**src/rtl/lab_2_sweep_ctrl_if.sv**
```systemverilog
// Link between the sweep sequencer and the lab-2 logic unit under test.
// The sequencer drives the a/b/c stimulus and reads back the x/y response.
interface lab_2_sweep_ctrl_if;
   logic a_o;
   logic b_o;
   logic c_o;
   logic x_i;
   logic y_i;

   modport master (output a_o, output b_o, output c_o, input x_i, input y_i);
   modport slave  (input a_o, input b_o, input c_o, output x_i, output y_i);
endinterface

```
**src/rtl/lab_2_sweep_ctrl.sv**
```systemverilog
// Self-test sequencer for the lab-2 logic unit (x = ~c ^ (a|b), y = a & b).
// Walks all eight {a,b,c} vectors in ascending order. Each vector is held for
// SETTLE_CYCLES cycles, then the response is sampled and compared with a golden
// model. Raw responses, a failure mask and the first failing index are logged.
// A done pulse and a pass flag report the outcome.
// All outputs come straight from registers. The stimulus and busy registers
// follow the next state, so the stimulus stays aligned with the state it
// belongs to. done and pass are loaded while FINISH is current, which puts the
// done pulse 8*(SETTLE_CYCLES+1)+1 cycles after start.
module lab_2_sweep_ctrl #(
   parameter int SETTLE_CYCLES = 2  // legal range 1..15
) (
   input  logic                      clk,
   input  logic                      rst,
   input  logic                      start,
   input  logic                      abort,
   lab_2_sweep_ctrl_if.master        lu,
   output logic                      busy,
   output logic                      done,
   output logic                      pass,
   output logic [3:0]                err_count,
   output logic [7:0]                fail_mask,
   output logic                      first_err_valid,
   output logic [2:0]                first_err_vec,
   output logic [15:0]               resp_log
);

   typedef enum logic [1:0] {IDLE, SETTLE, SAMPLE, FINISH} state_t;

   localparam logic [3:0] RELOAD = 4'(SETTLE_CYCLES - 1);

   // Reference behaviour of the logic unit for vector {a,b,c}; returns {x,y}.
   function automatic logic [1:0] golden(input logic [2:0] vec);
      logic a, b, c;
      a = vec[2];
      b = vec[1];
      c = vec[0];
      return {~(c ^ (a | b)), a & b};
   endfunction

   state_t      state_q, state_d;
   logic [2:0]  vec_q, vec_d;
   logic [3:0]  cnt_q, cnt_d;
   logic [2:0]  abc_q, abc_d;
   logic        busy_q, busy_d;
   logic        done_q, done_d;
   logic        pass_q, pass_d;
   logic [3:0]  err_q, err_d;
   logic [7:0]  mask_q, mask_d;
   logic        fev_q, fev_d;
   logic [2:0]  fevec_q, fevec_d;
   logic [15:0] log_q, log_d;
   logic [1:0]  resp;

   assign resp = {lu.x_i, lu.y_i};

   // State and result registers; reset clears everything to zero / IDLE.
   always_ff @(posedge clk) begin
      if (rst) begin
         state_q <= IDLE;
         vec_q   <= '0;
         cnt_q   <= '0;
         abc_q   <= '0;
         busy_q  <= 1'b0;
         done_q  <= 1'b0;
         pass_q  <= 1'b0;
         err_q   <= '0;
         mask_q  <= '0;
         fev_q   <= 1'b0;
         fevec_q <= '0;
         log_q   <= '0;
      end else begin
         state_q <= state_d;
         vec_q   <= vec_d;
         cnt_q   <= cnt_d;
         abc_q   <= abc_d;
         busy_q  <= busy_d;
         done_q  <= done_d;
         pass_q  <= pass_d;
         err_q   <= err_d;
         mask_q  <= mask_d;
         fev_q   <= fev_d;
         fevec_q <= fevec_d;
         log_q   <= log_d;
      end
   end

   // Next-state and result-update logic for the sweep FSM.
   always_comb begin
      state_d = state_q;
      vec_d   = vec_q;
      cnt_d   = cnt_q;
      abc_d   = abc_q;
      busy_d  = busy_q;
      done_d  = 1'b0;
      pass_d  = pass_q;
      err_d   = err_q;
      mask_d  = mask_q;
      fev_d   = fev_q;
      fevec_d = fevec_q;
      log_d   = log_q;

      case (state_q)
         IDLE: begin
            busy_d = 1'b0;
            abc_d  = 3'b000;
            if (start) begin
               err_d   = '0;
               mask_d  = '0;
               log_d   = '0;
               fev_d   = 1'b0;
               fevec_d = '0;
               pass_d  = 1'b0;
               vec_d   = 3'd0;
               cnt_d   = RELOAD;
               abc_d   = 3'd0;
               busy_d  = 1'b1;
               state_d = SETTLE;
            end
         end

         SETTLE: begin
            if (abort) begin
               state_d = IDLE;
               abc_d   = 3'b000;
               busy_d  = 1'b0;
               pass_d  = 1'b0;
            end else if (cnt_q == 4'd0) begin
               state_d = SAMPLE;
            end else begin
               cnt_d = cnt_q - 4'd1;
            end
         end

         SAMPLE: begin
            if (abort) begin
               // The sample taken in this cycle is dropped.
               state_d = IDLE;
               abc_d   = 3'b000;
               busy_d  = 1'b0;
               pass_d  = 1'b0;
            end else begin
               log_d[{vec_q, 1'b0} +: 2] = resp;
               if (resp !== golden(vec_q)) begin
                  mask_d[vec_q] = 1'b1;
                  err_d         = err_q + 4'd1;
                  if (!fev_q) begin
                     fev_d   = 1'b1;
                     fevec_d = vec_q;
                  end
               end
               if (vec_q == 3'd7) begin
                  state_d = FINISH;
                  abc_d   = 3'b000;
                  busy_d  = 1'b0;
               end else begin
                  vec_d   = vec_q + 3'd1;
                  abc_d   = vec_q + 3'd1;
                  cnt_d   = RELOAD;
                  state_d = SETTLE;
               end
            end
         end

         FINISH: begin
            done_d  = 1'b1;
            busy_d  = 1'b0;
            pass_d  = (err_q == 4'd0);
            state_d = IDLE;
         end

         default: begin
            state_d = IDLE;
            busy_d  = 1'b0;
            abc_d   = 3'b000;
         end
      endcase
   end

   assign lu.a_o          = abc_q[2];
   assign lu.b_o          = abc_q[1];
   assign lu.c_o          = abc_q[0];
   assign busy            = busy_q;
   assign done            = done_q;
   assign pass            = pass_q;
   assign err_count       = err_q;
   assign fail_mask       = mask_q;
   assign first_err_valid = fev_q;
   assign first_err_vec   = fevec_q;
   assign resp_log        = log_q;

endmodule
```
**src/flat_wrapper.sv**
```systemverilog
// flat-port wrapper written by rule: the top's interface ports become plain ports
module lab_2_sweep_ctrl_flat 
#(
   parameter int SETTLE_CYCLES = 2                      
)
  (clk, rst, start, abort, busy, done, pass, err_count, fail_mask, first_err_valid, first_err_vec, resp_log, lu_a_o, lu_b_o, lu_c_o, lu_x_i, lu_y_i);
  lab_2_sweep_ctrl_if lu_i ();
  input  logic clk;
  input  logic rst;
  input  logic start;
  input  logic abort;
  output logic busy;
  output logic done;
  output logic pass;
  output logic [3:0] err_count;
  output logic [7:0] fail_mask;
  output logic first_err_valid;
  output logic [2:0] first_err_vec;
  output logic [15:0] resp_log;
  output wire logic [$bits(lu_i.a_o)-1:0] lu_a_o;
  output wire logic [$bits(lu_i.b_o)-1:0] lu_b_o;
  output wire logic [$bits(lu_i.c_o)-1:0] lu_c_o;
  input wire logic [$bits(lu_i.x_i)-1:0] lu_x_i;
  input wire logic [$bits(lu_i.y_i)-1:0] lu_y_i;
  assign lu_a_o = lu_i.a_o;
  assign lu_b_o = lu_i.b_o;
  assign lu_c_o = lu_i.c_o;
  assign lu_i.x_i = lu_x_i;
  assign lu_i.y_i = lu_y_i;
  lab_2_sweep_ctrl #(.SETTLE_CYCLES(SETTLE_CYCLES)) u_core (.clk(clk), .rst(rst), .start(start), .abort(abort), .lu(lu_i), .busy(busy), .done(done), .pass(pass), .err_count(err_count), .fail_mask(fail_mask), .first_err_valid(first_err_valid), .first_err_vec(first_err_vec), .resp_log(resp_log));
endmodule
```
**config.mk**
```make
export PLATFORM = sky130hd
export DESIGN_NAME = lab_2_sweep_ctrl_flat
export DESIGN_NICKNAME = d
export VERILOG_FILES = /design/src/rtl/lab_2_sweep_ctrl_if.sv /design/src/rtl/lab_2_sweep_ctrl.sv /design/src/flat_wrapper.sv
export SDC_FILE = /design/constraint.sdc
export NUM_CORES = 1
export LEC_CHECK = 0
export ABC_AREA = 0
export CAP_MARGIN = 20
export CORE_MARGIN = 10
export CORE_UTILIZATION = 47
export DETAILED_ROUTE_END_ITERATION = 16
export PLACE_DENSITY = 0.83
export SYNTH_ARGS = -nofsm -noshare
export SYNTH_HDL_FRONTEND = slang
export SYNTH_SLANG_ARGS = --single-unit
```
**constraint.sdc**
```tcl
create_clock -name clk -period 1.85 [get_ports clk]
set_input_delay 0.37 -clock clk [delete_from_list [all_inputs] [get_ports clk]]
set_output_delay 0.37 -clock clk [all_outputs]
set_load 0.01 [all_outputs]
```
=== After elaboration in Yosys (flattened, before gate mapping) ===
Cells that the tools add are included.

* Register bits: 47
* Latch bits: 0
* Bits in writable memories: 0
* Bits in read-only memories: 0
* Input port bits: 6
* Word-level logic and storage cells: 106
* Memories kept: 0

* $add $sub $neg: 4
* $mul: 0
* Divide/modulo/power cells: 0
* Order comparisons: 2
* Eq/ne operators: 16
* Shifts and indexed selects: 2
* Multiplexer cells: 49
* Bitwise operators: 5
* Reduce and logical (&&, ||, !) cells: 16

{| class="wikitable"
|+ Operator list
! cell !! count
|-
| 16-bit two-way mux || 2
|-
| 4-bit two-way mux || 8
|-
| 16-bit one-hot mux with 2 select lines || 1
|-
| 3-bit two-way mux || 9
|-
| 8-bit two-way mux || 3
|-
| 16-bit bitwise mux || 1
|-
| 8-bit one-hot mux with 2 select lines || 1
|-
| 2-bit by 6-bit variable shift with 16-bit output (first input constant) || 1
|-
| 2-bit by 6-bit variable part select with 16-bit output || 1
|-
| 2-bit != test (second input constant) || 7
|-
| 3-bit one-hot mux with 2 select lines || 2
|-
| 4-bit one-hot mux with 3 select lines || 1
|-
| 2-bit two-way mux || 5
|-
| 1-bit two-way mux || 9
|-
| 3-bit one-hot mux with 3 select lines || 1
|-
| 4-bit zero test || 2
|-
| 8-bit OR || 1
|-
| 2-bit one-hot mux with 4 select lines || 1
|-
| 4-bit one-hot mux with 2 select lines || 1
|-
| 2-bit AND reduction || 4
|-
| 4-bit AND reduction || 2
|-
| 3-bit by 2-bit != test with 1-bit output (second input constant) || 2
|-
| 4-bit negation with 6-bit output || 1
|-
| 6-bit AND reduction || 1
|-
| other kinds (25) || 27
|}

=== Logic depth before layout (Yosys ltp) ===
* Depth in word-level cells: 8
* Depth in mapped cells: 8

=== Worst setup path before layout ===
Ideal clock, no wire load.

* Kind: register to register
* From: register u_core.vec_q[0]
* To: register u_core.log_q[0], in the netlist u_core.resp_log[0]
* Library setup time: 132 ps
* Arrival: 1,910 ps
* Data required time: 1,718 ps
* Path slack: -192 ps
* Cell stages (with the launch flop): 9
* Path buffers: 1
* Cells stage by stage: dfxtp_1 -> clkbuf_1 -> inv_1 -> ha_1 -> ha_1 -> nor4b_1 -> nand2_1 -> o211ai_1 -> a21oi_1

* Cells in the longest elaborated chain, start to end: 5
* Elaborated cells between the ends (all ways): 6

{| class="wikitable"
|+ Ends and longest elaborated chain
! element !! RTL line !! text
|-
| start, declared || lab_2_sweep_ctrl.sv:42 || <nowiki>logic [2:0] vec_q, vec_d;</nowiki>
|-
| start signal, assigned || lab_2_sweep_ctrl.sv:74 || <nowiki>vec_q <= vec_d;</nowiki>
|-
| 4-bit negation with 6-bit output (*) || lab_2_sweep_ctrl.sv:143 || <nowiki>log_d[{vec_q, 1'b0} +: 2] = resp;</nowiki>
|-
| 2-bit by 6-bit variable part select with 16-bit output or 2-bit by 6-bit variable shift with 16-bit output (tied branches) || lab_2_sweep_ctrl.sv:143 ||
|-
| 16-bit bitwise mux (*) || lab_2_sweep_ctrl.sv:143 ||
|-
| 16-bit two-way mux (*) || lab_2_sweep_ctrl.sv:136 || <nowiki>if (abort) begin</nowiki>
|-
| 16-bit one-hot mux with 2 select lines (*) || lab_2_sweep_ctrl.sv:103 || <nowiki>case (state_q)</nowiki>
|-
| end signal, assigned || lab_2_sweep_ctrl.sv:84 || <nowiki>log_q <= log_d;</nowiki>
|-
| end, declared || lab_2_sweep_ctrl.sv:52 || <nowiki>logic [15:0] log_q, log_d;</nowiki>
|}

Every way passes the cells marked *; elsewhere a longest branch is shown, timed or not. The select of a mux whose other input is x is not followed.
A chain may end at the register's enable or synchronous reset.

=== Final worst setup path ===
* From: register u_core.state_q[0]
* To: register u_core.fevec_q[2], in the netlist u_core.first_err_vec[2]

* Cells in the longest elaborated chain, start to end: 3
* Elaborated cells between the ends (all ways): 9

{| class="wikitable"
|+ Ends and longest elaborated chain
! element !! RTL line !! text
|-
| start, declared || lab_2_sweep_ctrl.sv:41 || <nowiki>state_t state_q, state_d;</nowiki>
|-
| start signal, assigned || lab_2_sweep_ctrl.sv:73 || <nowiki>state_q <= state_d;</nowiki>
|-
| 2-bit == test or 2-bit zero test (tied branches) || lab_2_sweep_ctrl.sv:103 ||
|-
| 2-bit != test (no line), or another cell as far along || -- ||
|-
| 5-bit AND reduction (no line) || -- ||
|-
| end signal, assigned || lab_2_sweep_ctrl.sv:83 || <nowiki>fevec_q <= fevec_d;</nowiki>
|-
| end, declared || lab_2_sweep_ctrl.sv:51 || <nowiki>logic [2:0] fevec_q, fevec_d;</nowiki>
|}

Several ways; a longest one is shown, not always the timed one.

==> impl_metrics.json <==
{
  "status": "complete, but fails checks",
  "failed_checks": "setup timing",
  "path_buf_inv": 1,
  "path_class": "reg2reg",
  "async_reset_ff_frac": 0,
  "gp_congestion": 0.860,
  "grt_overflow": 0,
  "skew_ns": 0.0127,
  "rr_worst_depth": 6,
  "hold_viol_final": 0,
  "fin_total_pwr_w": 0.00224,
  "drt_wl_total_mm": 6.92,
  "cp_top_family": "compound AO/OA/AOI/OAI gates",
  "synthTopCellsByCount": "dfxtp_1 (47), nand2_1 (36), nor2_1 (20)",
  "p_leak_nw": 1.32,
  "synth.avg_cell_area_um2": 8.76,
  "maxCapViolCount": 0,
  "drt_iter0_markers": 148,
  "grt_antenna_before_repair": 0,
  "cts-buffers-inserted": 5,
  "setup_viol": 1,
  "die_w_um": 91.3,
  "coreArea_mm2": 0.00482,
  "drc": 0,
  "dp_slack_ns": -0.144,
  "ant_nets": 0,
  "crit_fanout": 5,
  "drv_slew": 0,
  "worst_ir_drop_vdd_mv": 0.427,
  "portBuffers": 43,
  "min_from": "u_core.abc_q[1]",
  "cts_max_level": 2,
  "clockBufferDepth": 2,
  "grt_pass1_vias": 2321,
  "grt_pass1_wl_mm": 10.8,
  "r2r-end": "u_core.first_err_vec[2]",
  "wl_per_cell_um": 16.8,
  "drive_gt1_frac": 0.212,
  "grt_max_degree": 26,
  "reg2reg_from": "u_core.state_q[0]",
  "post-synth-top-count-cell": "dfxtp_1",
  "post-route-min-period_ns": 1.86,
  "syn2layout_area_growth_pct": 39.1,
  "synth_top_area_share": 0.394,
  "root_buffer": "clkbuf_8",
  "clk_latency_ns": 0.30,
  "antenna_cells": 0,
  "synth_cell_type_count": 49,
  "num_vias": 2340,
  "cp.required_ns": 2.05,
  "clock-sinks": 47,
  "relSlewSlack": 0.704,
  "dp_hpwl_mm": 4.78,
  "num_io_pins": 44,
  "syn_nets": 296,
  "synth_top_area_cell": "dfxtp_1",
  "nets": 368,
  "synth_warnings": 0,
  "finalCritPeriodShare": 1.00,
  "cts_tree": "yes",
  "initial_utilization": 0.496,
  "fin_util": 0.690,
  "std_cell_rows": 25,
  "slowest_stage": "dfxtp_2",
  "hold_buffers": 0,
  "hp-class": "reg2reg",
  "syn_area_mm2": 0.00239,
  "via_per_inst": 5.69,
  "worstMarginPinSlew_ns": 0.443,
  "holdPathEnd": "u_core.abc_q[1]",
  "synthTopCellsByArea": "dfxtp_1 (39%), ha_1 (8.9%), nand2_1 (5.7%), mux2i_1 (4.2%), a21oi_1 (4.0%)",
  "rrSetupSlack_ns": -0.006,
  "holdPathStages": 2,
  "crit_chain": "inv_2 -> ha_4 -> nor2b_2 -> a211oi_4 -> nand4_1 -> o32ai_1",
  "synth_seq_cells": 47,
  "path_clk_slew_ns": 0.09,
  "worst_slack_ns": -0.00566,
  "syn_inst": 273,
  "endpoint_kind": "flip-flop",
  "ys.flop_type": "dfxtp_1",
  "critPathArrivalTime_ns": 2.06,
  "critPathLaunchType": "flip-flop",
  "max_freq_mhz": 539,
  "max_stage_delay_ns": 0.38,
  "first_pass_iters": 4,
  "power_density_mw_per_mm2": 672,
  "synth_edf_count": 0,
  "grt_usage": 0.155,
  "die-area_mm2": 0.00834,
  "seq_area_frac_synth": 0.394,
  "die_h_um": 91.3
}
==> timing repair <==
item	CTS	global route
pin swaps	4	3
endpoints found under the hold margin	0	0
resized for setup	11	22
buffers inserted	1	1
setup endpoints to repair	24	36
==> cells in the final DEF (no fill, tap or decap), types with 5 or more instances in the layout <==
master	n
nand3_1	11
dfxtp_1	42
mux2i_1	10
buf_4	33
clkbuf_8	5
a21oi_1	19
nor2_1	18
o21ai_0	5
nor3_1	5
and2_1	5
clkdlybuf4s50_1	43
nand4_1	8
nand2_1	36
inv_1	11
ha_1	13
==> worst register-to-register path, cell delays in order (launching register included) <==
cell and delay (ns):
dfxtp_2 0.38, inv_2 0.08, ha_4 0.17, nor2b_2 0.18, a211oi_4 0.36, nand4_1 0.26
o32ai_1 0.32
==> cell type report <==
cell class / instances / area [µm²]
well taps: 67 / 83.8
flip-flops and latches: 47 / 952
clock buffers: 6 / 72.6
repair buffers: 79 / 729
inverters: 14 / 52.6
fillers: 372 / 1490
multi-input cells: 198 / 1440
==> stage by stage <==
stage          hold WS [ns]  setup TNS (ns)  cells  instance area, µm²
6_report              0.459        -0.00566    411                3330
5_1_grt               0.486          -0.174    411                3330
4_1_cts               0.460               0    410                3220
3_5_place_dp          0.443           -2.41    403                3100
3_3_place_gp          0.435           -1.12    403                3100
2_1_floorplan         0.473         -0.0719    273                2400
==> sequential cells by signal, summed over array words and instances (netlist names) <==
name / flops
u_core.resp_log: 16
u_core.fail_mask: 8
u_core.cnt_q: 4
u_core.err_count: 4
u_core.abc_q: 3
u_core.first_err_vec: 3
u_core.vec_q: 3
u_core.state_q: 2
u_core.busy: 1
u_core.done: 1
u_core.first_err_valid: 1
u_core.pass: 1
==> power by group <==
group	switching [W]	internal, W	leakage, nW
Combinational	0.000316	0.000263	0.903
Clock	0.000329	0.000253	0.0371
Sequential	0.0000311	0.00104	0.383
Total	0.000676	0.00156	1.32
==> worst max path at each step <==
| stage | start | end | cells after the start |
|---|---|---|---|
| floorplan | u_core.vec_q[0] | u_core.resp_log[0] | 8 |
| global placement | abort | u_core.fail_mask[7] | 5 |
| detailed placement | abort | u_core.cnt_q[0] | 5 |
| CTS | u_core.state_q[0] | u_core.fail_mask[5] | 7 |
| global route | u_core.vec_q[0] | u_core.first_err_vec[2] | 6 |
| finish | u_core.state_q[0] | u_core.first_err_vec[2] | 6 |
==> kinds of logic (layout without fill, tap and decap cells) <==
group / Yosys count / count (layout) / share of synthesized area
multiplexers: 10 / 10 / 0.0419
AO/OA/AOI/OAI: 62 / 62 / 0.191
XOR/XNOR: 1 / 1 / 0.00366
buffers and inverters: 28 / 99 / 0.0576
flip-flops: 47 / 47 / 0.394
AND/OR/NAND/NOR: 108 / 108 / 0.223
adder cells (fa/ha/maj): 17 / 17 / 0.0890
==> layer usage <==
layer	GRT usage	part of all wire
met1	0.172	0.41
met5	0	0
met3	0.0477	0.080
met4	0.0679	0.020
met2	0.267	0.49
(Power assumes the default switching activity.)
